### config.mk
export PLATFORM = sky130hd
export DESIGN_NAME = program_loader_flat
export DESIGN_NICKNAME = d
export VERILOG_FILES = /design/src/rtl/loader_pkg.sv /design/src/rtl/program_loader_if.sv /design/src/rtl/word_buffer.sv /design/src/rtl/program_loader.sv /design/src/flat_wrapper.sv
export SDC_FILE = /design/constraint.sdc
export NUM_CORES = 1
export LEC_CHECK = 0
export ABC_CLOCK_PERIOD_IN_PS = 8200
export CAP_MARGIN = 20
export CORE_MARGIN = 10
export CORE_UTILIZATION = 45
export DETAILED_ROUTE_END_ITERATION = 12
export PLACE_DENSITY = 0.58
export SYNTH_ARGS = -nofsm -noshare
export SYNTH_HDL_FRONTEND = slang
export SYNTH_SLANG_ARGS = --single-unit
### constraint.sdc
create_clock -name clk -period 8.2 [get_ports clk]
set_clock_uncertainty 0.15 [all_clocks]
set_input_delay 2.46 -clock clk [delete_from_list [all_inputs] [get_ports clk]]
set_output_delay 2.46 -clock clk [all_outputs]
set_load 0.005 [all_outputs]
### src/rtl/loader_pkg.sv
// Shared types and constants for the boot-time program loader.
package loader_pkg;

    typedef enum logic [2:0] {
        IDLE,
        RECV,
        CHK,
        CLR,
        LOAD,
        POST,
        RUN,
        ERROR
    } state_t;

    localparam int DEFAULT_DEPTH = 32;
    localparam int BYTE_LANES    = 4;

endpackage

### src/rtl/program_loader_if.sv
// Byte-stream image channel into the loader.
// Valid/ready: a byte moves on a rising clock edge when byte_valid && byte_ready;
// the source holds byte_in stable while byte_valid is high and not yet accepted.
interface program_loader_if;
    logic [7:0] byte_in;
    logic       byte_valid;
    logic       byte_ready;

    modport master (output byte_in, output byte_valid, input byte_ready);
    modport slave  (input byte_in, input byte_valid, output byte_ready);
endinterface

### src/rtl/word_buffer.sv
// DEPTH x 32 program word store: synchronous write, asynchronous read.
module word_buffer #(
    parameter int DEPTH = 32,
    parameter int AW    = 6
) (
    input  logic          clk,
    input  logic          we,
    input  logic [AW-1:0] waddr,
    input  logic [31:0]   wdata,
    input  logic [AW-1:0] raddr,
    output logic [31:0]   rdata
);
    localparam int IW = (DEPTH > 1) ? $clog2(DEPTH) : 1;
    localparam logic [AW-1:0] LIMIT = AW'(DEPTH);

    logic [31:0] mem [DEPTH];

    always_ff @(posedge clk) begin
        if (we && (waddr < LIMIT)) begin
            mem[waddr[IW-1:0]] <= wdata;
        end
    end

    // The read pointer parks at N after the last word, which can equal DEPTH.
    assign rdata = (raddr < LIMIT) ? mem[raddr[IW-1:0]] : 32'h0;

endmodule

### src/rtl/program_loader.sv
// Assembles a byte-stream program image into words and streams it into the CPU.
// Optional trailing XOR checksum byte when LOADER_CHECKSUM_EN is defined.
module program_loader
    import loader_pkg::*;
#(
    parameter int DEPTH = DEFAULT_DEPTH
) (
    input  logic                   clk,
    input  logic                   Reset,
    program_loader_if.slave        bus,
    input  logic                   reload,
    output logic                   cpu_reset,
    output logic                   cpu_load,
    output logic [31:0]            cpu_instr,
    output logic                   done,
    output logic                   err,
    output state_t                 dbg_state
);
    localparam int CW = $clog2(DEPTH + 1);
    localparam logic [CW-1:0] ONE       = CW'(1);
    localparam logic [8:0]    DEPTH_LIM = 9'(DEPTH);
    localparam logic [1:0]    LAST_LANE = 2'(BYTE_LANES - 1);

    state_t        state;
    logic [CW-1:0] count;
    logic [CW-1:0] wr_ptr;
    logic [CW-1:0] rd_ptr;
    logic [1:0]    lane;
    logic [23:0]   asm_q;
    logic          fire;
    logic          wr_en;
    logic          count_ok;
    logic [31:0]   wr_data;
    logic [31:0]   rd_data;
`ifdef LOADER_CHECKSUM_EN
    logic [7:0]    csum;
`endif

    // Gated by Reset so the channel is closed while the loader is held in reset.
    assign bus.byte_ready = Reset && ((state == IDLE) || (state == RECV) || (state == CHK));
    assign fire      = bus.byte_valid && bus.byte_ready;
    assign wr_en     = fire && (state == RECV) && (lane == LAST_LANE);
    assign wr_data   = {asm_q, bus.byte_in};
    assign count_ok  = (bus.byte_in != 8'h00) && ({1'b0, bus.byte_in} <= DEPTH_LIM);
    assign dbg_state = state;

    word_buffer #(.DEPTH(DEPTH), .AW(CW)) u_word_buffer (
        .clk   (clk),
        .we    (wr_en),
        .waddr (wr_ptr),
        .wdata (wr_data),
        .raddr (rd_ptr),
        .rdata (rd_data)
    );

    always_ff @(posedge clk or negedge Reset) begin
        if (!Reset) begin
            state     <= IDLE;
            count     <= '0;
            wr_ptr    <= '0;
            rd_ptr    <= '0;
            lane      <= '0;
            asm_q     <= '0;
            cpu_reset <= 1'b1;
            cpu_load  <= 1'b0;
            cpu_instr <= '0;
            done      <= 1'b0;
            err       <= 1'b0;
`ifdef LOADER_CHECKSUM_EN
            csum      <= '0;
`endif
        end else begin
            case (state)
                IDLE: begin
                    if (fire) begin
`ifdef LOADER_CHECKSUM_EN
                        csum <= bus.byte_in;
`endif
                        if (count_ok) begin
                            count <= bus.byte_in[CW-1:0];
                            state <= RECV;
                        end else begin
                            state <= ERROR;
                            err   <= 1'b1;
                        end
                    end
                end
                RECV: begin
                    if (fire) begin
                        asm_q <= wr_data[23:0];
                        lane  <= lane + 2'd1;
`ifdef LOADER_CHECKSUM_EN
                        csum  <= csum ^ bus.byte_in;
`endif
                        if (lane == LAST_LANE) begin
                            wr_ptr <= wr_ptr + ONE;
                            if (wr_ptr + ONE == count) begin
`ifdef LOADER_CHECKSUM_EN
                                state <= CHK;
`else
                                state <= CLR;
`endif
                            end
                        end
                    end
                end
`ifdef LOADER_CHECKSUM_EN
                CHK: begin
                    if (fire) begin
                        if (bus.byte_in == csum) begin
                            state <= CLR;
                        end else begin
                            state <= ERROR;
                            err   <= 1'b1;
                        end
                    end
                end
`endif
                CLR: begin
                    // First word is presented on the same edge that enters LOAD.
                    state     <= LOAD;
                    cpu_reset <= 1'b0;
                    cpu_load  <= 1'b1;
                    cpu_instr <= rd_data;
                    rd_ptr    <= rd_ptr + ONE;
                end
                LOAD: begin
                    if (rd_ptr == count) begin
                        state     <= POST;
                        cpu_load  <= 1'b0;
                        cpu_instr <= '0;
                        cpu_reset <= 1'b1;
                    end else begin
                        cpu_instr <= rd_data;
                        rd_ptr    <= rd_ptr + ONE;
                    end
                end
                POST: begin
                    state     <= RUN;
                    cpu_reset <= 1'b0;
                    done      <= 1'b1;
                end
                RUN: begin
                    if (reload) begin
                        state     <= IDLE;
                        done      <= 1'b0;
                        cpu_reset <= 1'b1;
                        lane      <= '0;
                        wr_ptr    <= '0;
                        rd_ptr    <= '0;
                    end
                end
                ERROR: begin
                    if (reload) begin
                        state  <= IDLE;
                        err    <= 1'b0;
                        lane   <= '0;
                        wr_ptr <= '0;
                        rd_ptr <= '0;
                    end
                end
                default: begin
                    state <= IDLE;
                end
            endcase
        end
    end

endmodule

### src/flat_wrapper.sv
// flat-port wrapper written by rule: the top's interface ports become plain ports
module program_loader_flat import loader_pkg::*;
#(
    parameter int DEPTH = DEFAULT_DEPTH
)
  (clk, Reset, reload, cpu_reset, cpu_load, cpu_instr, done, err, dbg_state, bus_byte_in, bus_byte_valid, bus_byte_ready);
  program_loader_if bus_i ();
  input  logic clk;
  input  logic Reset;
  input  logic reload;
  output logic cpu_reset;
  output logic cpu_load;
  output logic [31:0] cpu_instr;
  output logic done;
  output logic err;
  output state_t dbg_state;
  input wire logic [$bits(bus_i.byte_in)-1:0] bus_byte_in;
  input wire logic [$bits(bus_i.byte_valid)-1:0] bus_byte_valid;
  output wire logic [$bits(bus_i.byte_ready)-1:0] bus_byte_ready;
  assign bus_i.byte_in = bus_byte_in;
  assign bus_i.byte_valid = bus_byte_valid;
  assign bus_byte_ready = bus_i.byte_ready;
  program_loader #(.DEPTH(DEPTH)) u_core (.clk(clk), .Reset(Reset), .bus(bus_i), .reload(reload), .cpu_reset(cpu_reset), .cpu_load(cpu_load), .cpu_instr(cpu_instr), .done(done), .err(err), .dbg_state(dbg_state));
endmodule
# [Yosys cells after proc, flatten, opt, wreduce, memory -nomap -nowiden]
# Memories as Yosys holds them, arrays and structs flattened.
# Cells that the tools add are included.
[word_totals] register_bits=83 latchBits=0 mem_bits_rw=1024 mem_bits_ro=0 in_bits=12 out_inout_bits=40 wordCells=98 n_memories=1
[op_classes] add_sub_neg=3 n_mul=0 div_mod_pow=0 n_lt_le_gt_ge=3 n_eq_ne=20 shift=0 muxes=32 bitwise=0 n_reduce_logical=28
[mem_list] memory="u_core.u_word_buffer.mem" words=32 width=32 read_ports=1 rd_clocked_by_memory_dff=0 write_ports=1 line="word_buffer.sv:16" text="logic [31:0] mem [DEPTH];"
[op_table] operator="2-to-1 mux 32 bit" n=2
[op_table] operator="case mux 32 bit (2 select lines)" n=1
[op_table] operator="2-to-1 mux 6 bit" n=4
[op_table] operator="2-to-1 mux 3 bit" n=7
[op_table] operator="case mux 3 bit (6 select lines)" n=1
[op_table] operator="case mux 6 bit (3 select lines)" n=1
[op_table] operator="adder 6 x 1 -> 6 bit, second input constant" n=2
[op_table] operator="equality test 3 bit, second input constant" n=4
[op_table] operator="equality test 6 bit" n=2
[op_table] operator="< comparator 6 bit, second input constant" n=2
[op_table] operator="!= test 2 bit, second input constant" n=6
[op_table] operator="case mux 6 bit (2 select lines)" n=1
[op_table] operator="AND reduction 3 bit" n=4
[op_table] operator="less-or-equal comparator 8 x 6 -> 1 bit, second input constant" n=1
[op_table] operator="2-to-1 mux 1 bit" n=8
[op_table] operator="!= test 2 x 1 -> 1 bit, second input constant" n=4
[op_table] operator="AND reduction 4 bit" n=2
[op_table] operator="nonzero test 2 bit" n=4
[op_table] operator="nonzero test 8 bit" n=1
[op_table] operator="equality test 3 x 2 -> 1 bit, second input constant" n=2
[op_table] operator="logical AND 1 bit" n=6
[op_table] operator="case mux 1 bit (2 select lines)" n=3
[op_table] operator="AND reduction 2 bit" n=3
[op_table] operator="AND reduction 6 bit" n=1
[op_table] operator="10 further kinds" n=14

# [Depth between registers and ports, before layout]
# Gate-level depths: netlist of the first run.
[logic_depth] ltp_word=10 depth_mapped=10 depth_no_buf=6

# [By module]
# A second synthesis of the first run with hierarchy kept.
[unflattened] cells_unflattened=2051 area_unflattened_um2=43072.6
[modules_own_cells] module="word_buffer" instances=1 cells_each=1699 area_each_um2=39365.3 seq_area_each_um2=30749.5
[modules_own_cells] module="program_loader" instances=1 cells_each=352 area_each_um2=3707.3 seq_area_each_um2=2078.2

# [Least setup slack after synthesis of the first run]
# Ideal clock, no wire load.
[synth_path] kind="input -> output" from="input Reset" to="output bus_byte_ready" arrival_ns=2.610 required_ns=5.590 slack_ns=2.980 path_stages=1 n_path_buf=0 path_cell_list="and3b_1"
[synth_between] elab_chain_len=1
[synth_rtl] item="start: declaration" line="flat_wrapper.sv:9" text="input logic Reset;"
[synth_rtl] item="logical AND 1 bit" line="program_loader.sv:40" text="assign bus.byte_ready = Reset && ((state == IDLE) || (state == RECV) || (state == CHK));"
[synth_rtl] item="end: declaration" line="flat_wrapper.sv:19" text="output wire logic [$bits(bus_i.byte_ready)-1:0] bus_byte_ready;"
# Every way passes these cells.

# [Worst setup path after layout of the first run]
# Ends and elaborated chain as after synthesis.

==> results of run 1 <==
flip-flops by register name, summed over array words and instances (netlist names):
register / cells
u_core.asm_q: 24
u_core.count: 6
u_core.cpu_instr: 32
u_core.cpu_load: 1
u_core.cpu_reset: 1
u_core.dbg_state: 3
u_core.done: 1
u_core.err: 1
u_core.lane: 2
u_core.rd_ptr: 6
u_core.u_word_buffer.mem: 1024
u_core.wr_ptr: 6
layout by cell type (no fill, tap or decap), types with 4 or more instances in the layout:
cell and instances:
o2111a_1 26, buf_4 39, nor2_4 33, a221oi_1 7
dfrtp_1 69, clkbuf_16 115, a22o_1 4, nand2b_1 6
buf_16 15, nor2_1 41, o41ai_1 5, and3_1 19
a21oi_1 26, bufinv_16 9, o21ai_0 27, clkinv_1 18
buf_12 10, mux2_4 6, edfxtp_1 1024, dfrtp_4 4
clkbuf_1 28, nand3_1 20, a211oi_1 35, nand2_1 96
mux2_2 49, nor3_1 6, clkinv_2 20, dfrtp_2 9
clkbuf_8 12, a2111oi_0 26, xor2_1 8, mux4_2 122
mux2i_1 304, a22oi_1 95, nand4_1 21, o22ai_1 7
xnor2_1 8, clkdlybuf4s50_1 50, ha_1 6, inv_1 5
cells in the mapped netlist (3+ instances only):
cell type	instances
nand2b_1	6
buf_4	19
o2111a_1	26
o22ai_1	7
buf_1	16
nand3_1	20
a211oi_1	35
xnor2_1	8
mux2_4	6
nor2_1	73
a22o_1	4
mux2i_1	304
a32o_1	3
buf_2	30
o41ai_1	5
nor2b_1	5
mux2_2	49
a22oi_1	95
nand3b_1	3
and2_1	3
nor3_1	6
ha_1	6
xor2_1	8
and3_1	19
o21ai_0	27
a21oi_1	27
buf_6	12
mux4_2	122
inv_1	5
edfxtp_1	1024
nand4_1	21
clkbuf_1	56
nand2_1	96
dfrtp_1	82
a2111oi_0	26
a221oi_1	7
logic make-up (layout without fill, tap and decap cells):
logic type | count (synthesis) | after routing | synth area share
DFF | 1107 | 1107 | 0.755
muxes | 481 | 481 | 0.148
AOI/OAI and AO/OA | 269 | 269 | 0.0469
and+or+nand+nor | 266 | 266 | 0.0283
buffers and inverters | 140 | 329 | 0.0168
xor gates and xnor gates | 16 | 16 | 0.00322
adders and majority gates | 6 | 6 | 0.00173
other | 0 | 1 | 0
cell type report:
type | instances | area, sq um | area share
flip-flops and latches | 1107 | 32900 | 0.661
diodes | 1 | 2.50 | 0.0000503
repair buffers | 115 | 1430 | 0.0288
multi-input cells | 1038 | 10200 | 0.205
clock inverters | 55 | 528 | 0.0106
clock buffers | 154 | 3120 | 0.0628
inverters | 5 | 18.8 | 0.000377
well taps | 1265 | 1580 | 0.0318
worst paths after layout:
kind / startpoint / end / slack, ns / cells past startpoint
hold / removal: u_core.cpu_instr[27] / u_core.cpu_instr[27] / 0.35 / 2
setup reg to reg: u_core.dbg_state[2] / u_core.u_word_buffer.mem[27][15] / 4.09 / 5
hold reg to reg: u_core.cpu_instr[27] / u_core.cpu_instr[27] / 0.35 / 2
setup / recovery: Reset / bus_byte_ready / 2.05 / 3
min in group asynchronous: Reset / u_core.rd_ptr[1] / 1.55 / 1
max in group asynchronous: Reset / u_core.rd_ptr[3] / 5.02 / 2
layer usage:
metal  GRT usage  wire length, um
met5           0                0
met4      0.0392             1660
met3      0.0275             6340
met2       0.284            47500
met1       0.291            48200
report_power, final:
part,switching [W],leakage (nW),total (W),internal (W)
logic,0.00249,4.37,0.00422,0.00173
registers,0.000504,10.7,0.00712,0.00662
clock network,0.00209,1.79,0.00503,0.00294
total,0.00509,16.9,0.0164,0.0113
critical path, stage by stage:
cell and delay, ns:
buf_4 0.33, and3b_1 0.23, clkdlybuf4s50_1 0.51
stage by stage:
stage,total power (W),setup WS [ns],area [sq um],hold WS [ns]
after floorplan,0.00985,2.98,43500,0.317
after global placement,0.0114,2.01,45500,0.333
after detailed placement,0.0115,2.03,45700,0.336
after CTS,0.0165,2.01,49300,0.353
after global routing,0.0170,1.97,49700,0.373
final,0.0164,2.05,49700,0.350
==> metrics.txt, run 1 <==
status finished, final reports clean; worst path required time 5.59 ns; initial antenna violation count 9; Post-synth EDFFs 1024; final hold vios 0; grt ovf 0; Top FF cell, synth edfxtp_1; minimum clock period 6.15 ns; Remaining DRCs 0; Leak 16.9 nW; RSZ-0062 raised after global routing no; number of global-route vias before repair 22000; fin crit share 0.750; core area 0.0954 sq mm; Die Wd 331 um; CTS H-Tree Depth 3; Layout Nets 2398; Post-Synthesis Cells 2285; Fillers 7573; crit path capture type output port; setup tns final 0 ns; largest fanout on the critical path 32; I/O pins 52; Worst-path clk slew 0.06 ns; Peak VDD IR 472 uV; clk root buf clkbuf_16; dpl hpwl 62.1 mm; Site Rows 113; CP arrival 3.54 ns; Post-CTS Hold Fix Bufs 0; fin cells 3740; initial detailed-routing violation count 2063; global-route wire length before repair 152 mm; Synth warnings 0; worst rel slew slack 0.263; CTS tree done; Net Count, Synth 2303; Seq/Total Area, Yosys 0.755; fraction of registers with async set/reset 0.0750; mapped cell area 0.0435 sq mm; Initial Utilization 0.456; vias after detailed routing 21900; Final setup viols 0; max cap viols 0; final wirelength 104 mm; Synth top area share 0.707; clk buf depth 3; DRT antenna net count 0; Synth Register Bits 1107; syn avg cell area 19.0 sq um; GP Congestion 0.774; ranking of synthesized cells by area edfxtp_1, mux2i_1, mux4_2; chip height 331 um; Power Dens Cells 329 mW/mm^2; DR WL/cell 27.7 um; clock insertion delay at the later pin of the skew report 0.68 ns; largest net degree at the start of global routing 113; worst setup path class in -> out; share of post-route cells with drive strength above 1 0.187; Placed Cells 3514; router iterations before antenna repair 5; total CTS buffers 113; Syn-to-layout area delta 14.4%; post-CTS setup buffer count 0; worst-margin pin slew 1.10 ns; Total GRT Usage 0.189; fin util 0.521; IO buf count 51; worst hold path class reg -> reg; Pins Over Slew Limit 0; Yosys top cell by area edfxtp_1; Cell variety after synth 56; Die ar. 0.109 sq mm; post-CTS resize count 0; Via density 5.86; fmax 0.163 GHz; clock sink total 1107; Startpoint Class input pin
No activity file was read; power rests on OpenSTA's default activity.
==> inputs of run 2 (changes only) <==
- ABC_CLOCK_PERIOD_IN_PS: 8200 -> 5500
- PLACE_DENSITY: 0.58 -> 0.61
- clock period: 8.2 -> 5.5 ns (I/O delays scaled with it)
==> run 2 against run 1 <==
Setup slack got worse by 1.0 ns. Final area rose by 0.53%. Clock-buffer cell count fell by 16. Via count rose by 1.5%. Power rose by 51%. Largest power group unchanged. Highest routed layer unchanged.
==> metrics.txt, run 2 (synthesis gave the netlist of run 1 again) <==
I/O pins 52; Pwr Total 0.0247 W; clk buf depth 3; n_diodes 0; max FFs per register 1024; worst hold path depth 1; clock sink total 1107; Buf+Inv Stages, Crit Path 2; core area 0.0954 sq mm; post-CTS setup buffer count 0; dpl hpwl 63.5 mm; Comb power frac 0.267; Via density 5.88; worst setup path class in -> out; Total GRT Usage 0.192; Switching Fraction 0.314; Syn-to-layout area delta 15.0%; Power Dens Cells 494 mW/mm^2; share of post-route cells with drive strength above 1 0.202; GP Congestion 0.819; max cap viols 0; Hold Path End u_core.asm_q[12]; crit path capture type output port; router iterations before antenna repair 5; Die Wd 331 um; initial detailed-routing violation count 2504; Hold Crit Start u_core.asm_q[12]; clk root buf clkbuf_16; Layout Nets 2438; reg2reg start u_core.rd_ptr[1]; CTS H-Tree Depth 3; chip height 331 um; CTS tree done; worst path required time 3.70 ns; worst rel slew slack 0.242; FF-to-FF setup slack 1.87 ns; Final setup viols 0; crit-path cells buf_4, and3b_1, clkdlybuf4s50_1; critical path's slowest cell clkdlybuf4s50_1; number of global-route vias before repair 22600; vias after detailed routing 22300; grt ovf 0; Reg2Reg Capture Point u_core.cpu_instr[1]; worst hold path class reg -> reg; Clock power frac 0.309; setup tns final 0 ns; Post-CTS Hold Fix Bufs 0; status finished, final reports clean; commonest cells after routing, fill and taps aside edfxtp_1, mux2i_1, mux4_2; DRT antenna net count 0; Crit path largest cell delay 0.50 ns; cell count of the worst reg-to-reg path 7; total CTS buffers 111; global-route wire length before repair 155 mm; CP arrival 2.65 ns; Fillers 7447; DR WL/cell 27.9 um; Peak VDD IR 494 uV; post-CTS resize count 0; commonest non-fill, non-tap cell in the layout edfxtp_1; minimum clock period 4.45 ns; IO buf count 51; largest net degree at the start of global routing 106; final hold vios 0; fin crit share 0.810; switching pwr 0.00774 W; Seq pwr share 0.424; Initial Utilization 0.456; Startpoint Class input pin; critical path's top delay family buffers and inverters; Remaining DRCs 0; clock insertion delay at the later pin of the skew report 0.70 ns; Die ar. 0.109 sq mm; initial antenna violation count 3; Pins Over Slew Limit 0; worst-margin pin slew 1.13 ns; fmax 0.225 GHz; Leak 17.1 nW; Site Rows 113; RSZ-0062 raised after global routing no; Cell Int Power 0.0169 W; final wirelength 106 mm; Worst-path clk slew 0.06 ns; largest fanout on the critical path 25
run 2: power groups by stage:
stage	sequential [W]	clock [W]	combinational [W]
final	0.0105	0.00763	0.00658
after detailed placement	0.0107	0	0.00646
after global placement	0.0107	0	0.00636
after global routing	0.0105	0.00811	0.00702
after floorplan	0.0104	0	0.00429
after CTS	0.0105	0.00776	0.00648
run 2: worst max path at each step:
stage / startpoint / to / slack (ns) / cells after the start
2_1_floorplan: bus_byte_valid / u_core.u_word_buffer.mem[30][0] / 1.38 / 4
3_3_place_gp: bus_byte_valid / u_core.u_word_buffer.mem[1][6] / 0.87 / 8
3_5_place_dp: bus_byte_valid / u_core.u_word_buffer.mem[1][6] / 0.81 / 8
4_1_cts: Reset / bus_byte_ready / 1.01 / 3
5_1_grt: Reset / bus_byte_ready / 0.96 / 3
6_report: Reset / bus_byte_ready / 1.05 / 3
run 2: cell type report:
type / instances / area (sq um) / share of cell area
inverter: 5 / 18.8 / 0.000375
clock buffer: 138 / 2990 / 0.0598
sequential: 1107 / 32800 / 0.657
clock inverter: 73 / 759 / 0.0152
multi-input combinational: 1038 / 10200 / 0.204
timing repair buffer: 157 / 1610 / 0.0321
tap: 1265 / 1580 / 0.0317
run 2: through the flow:
| step | instances | hold WS, ns | setup WS [ns] | instance area, sq um | utilization |
|---|---|---|---|---|---|
| 5_1_grt | 3783 | 0.377 | 0.958 | 50000 | 0.524 |
| 2_1_floorplan | 2285 | 0.317 | 1.38 | 43500 | - |
| 4_1_cts | 3777 | 0.355 | 1.01 | 49800 | 0.522 |
| 6_report | 3783 | 0.357 | 1.05 | 50000 | 0.524 |
| 3_3_place_gp | 3565 | 0.338 | 0.867 | 46100 | 0.483 |
| 3_5_place_dp | 3566 | 0.347 | 0.810 | 46100 | 0.483 |
run 2: layer usage:
metal	vias to the layer above	global-route usage	share of wire
li1	9595	-	-
met1	11800	0.279	0.44
met2	779	0.304	0.48
met3	115	0.0301	0.066
met4	0	0.0446	0.016
met5	-	0	0
run 2: worst reg2reg max path, stage by stage (launching register included):
cell and delay [ns]:
dfrtp_4 0.73, buf_4 0.46, nor2b_4 0.73, a22oi_1 0.22, and3_1 0.23, a2111oi_0 0.67
buf_4 0.25, a211oi_1 0.05
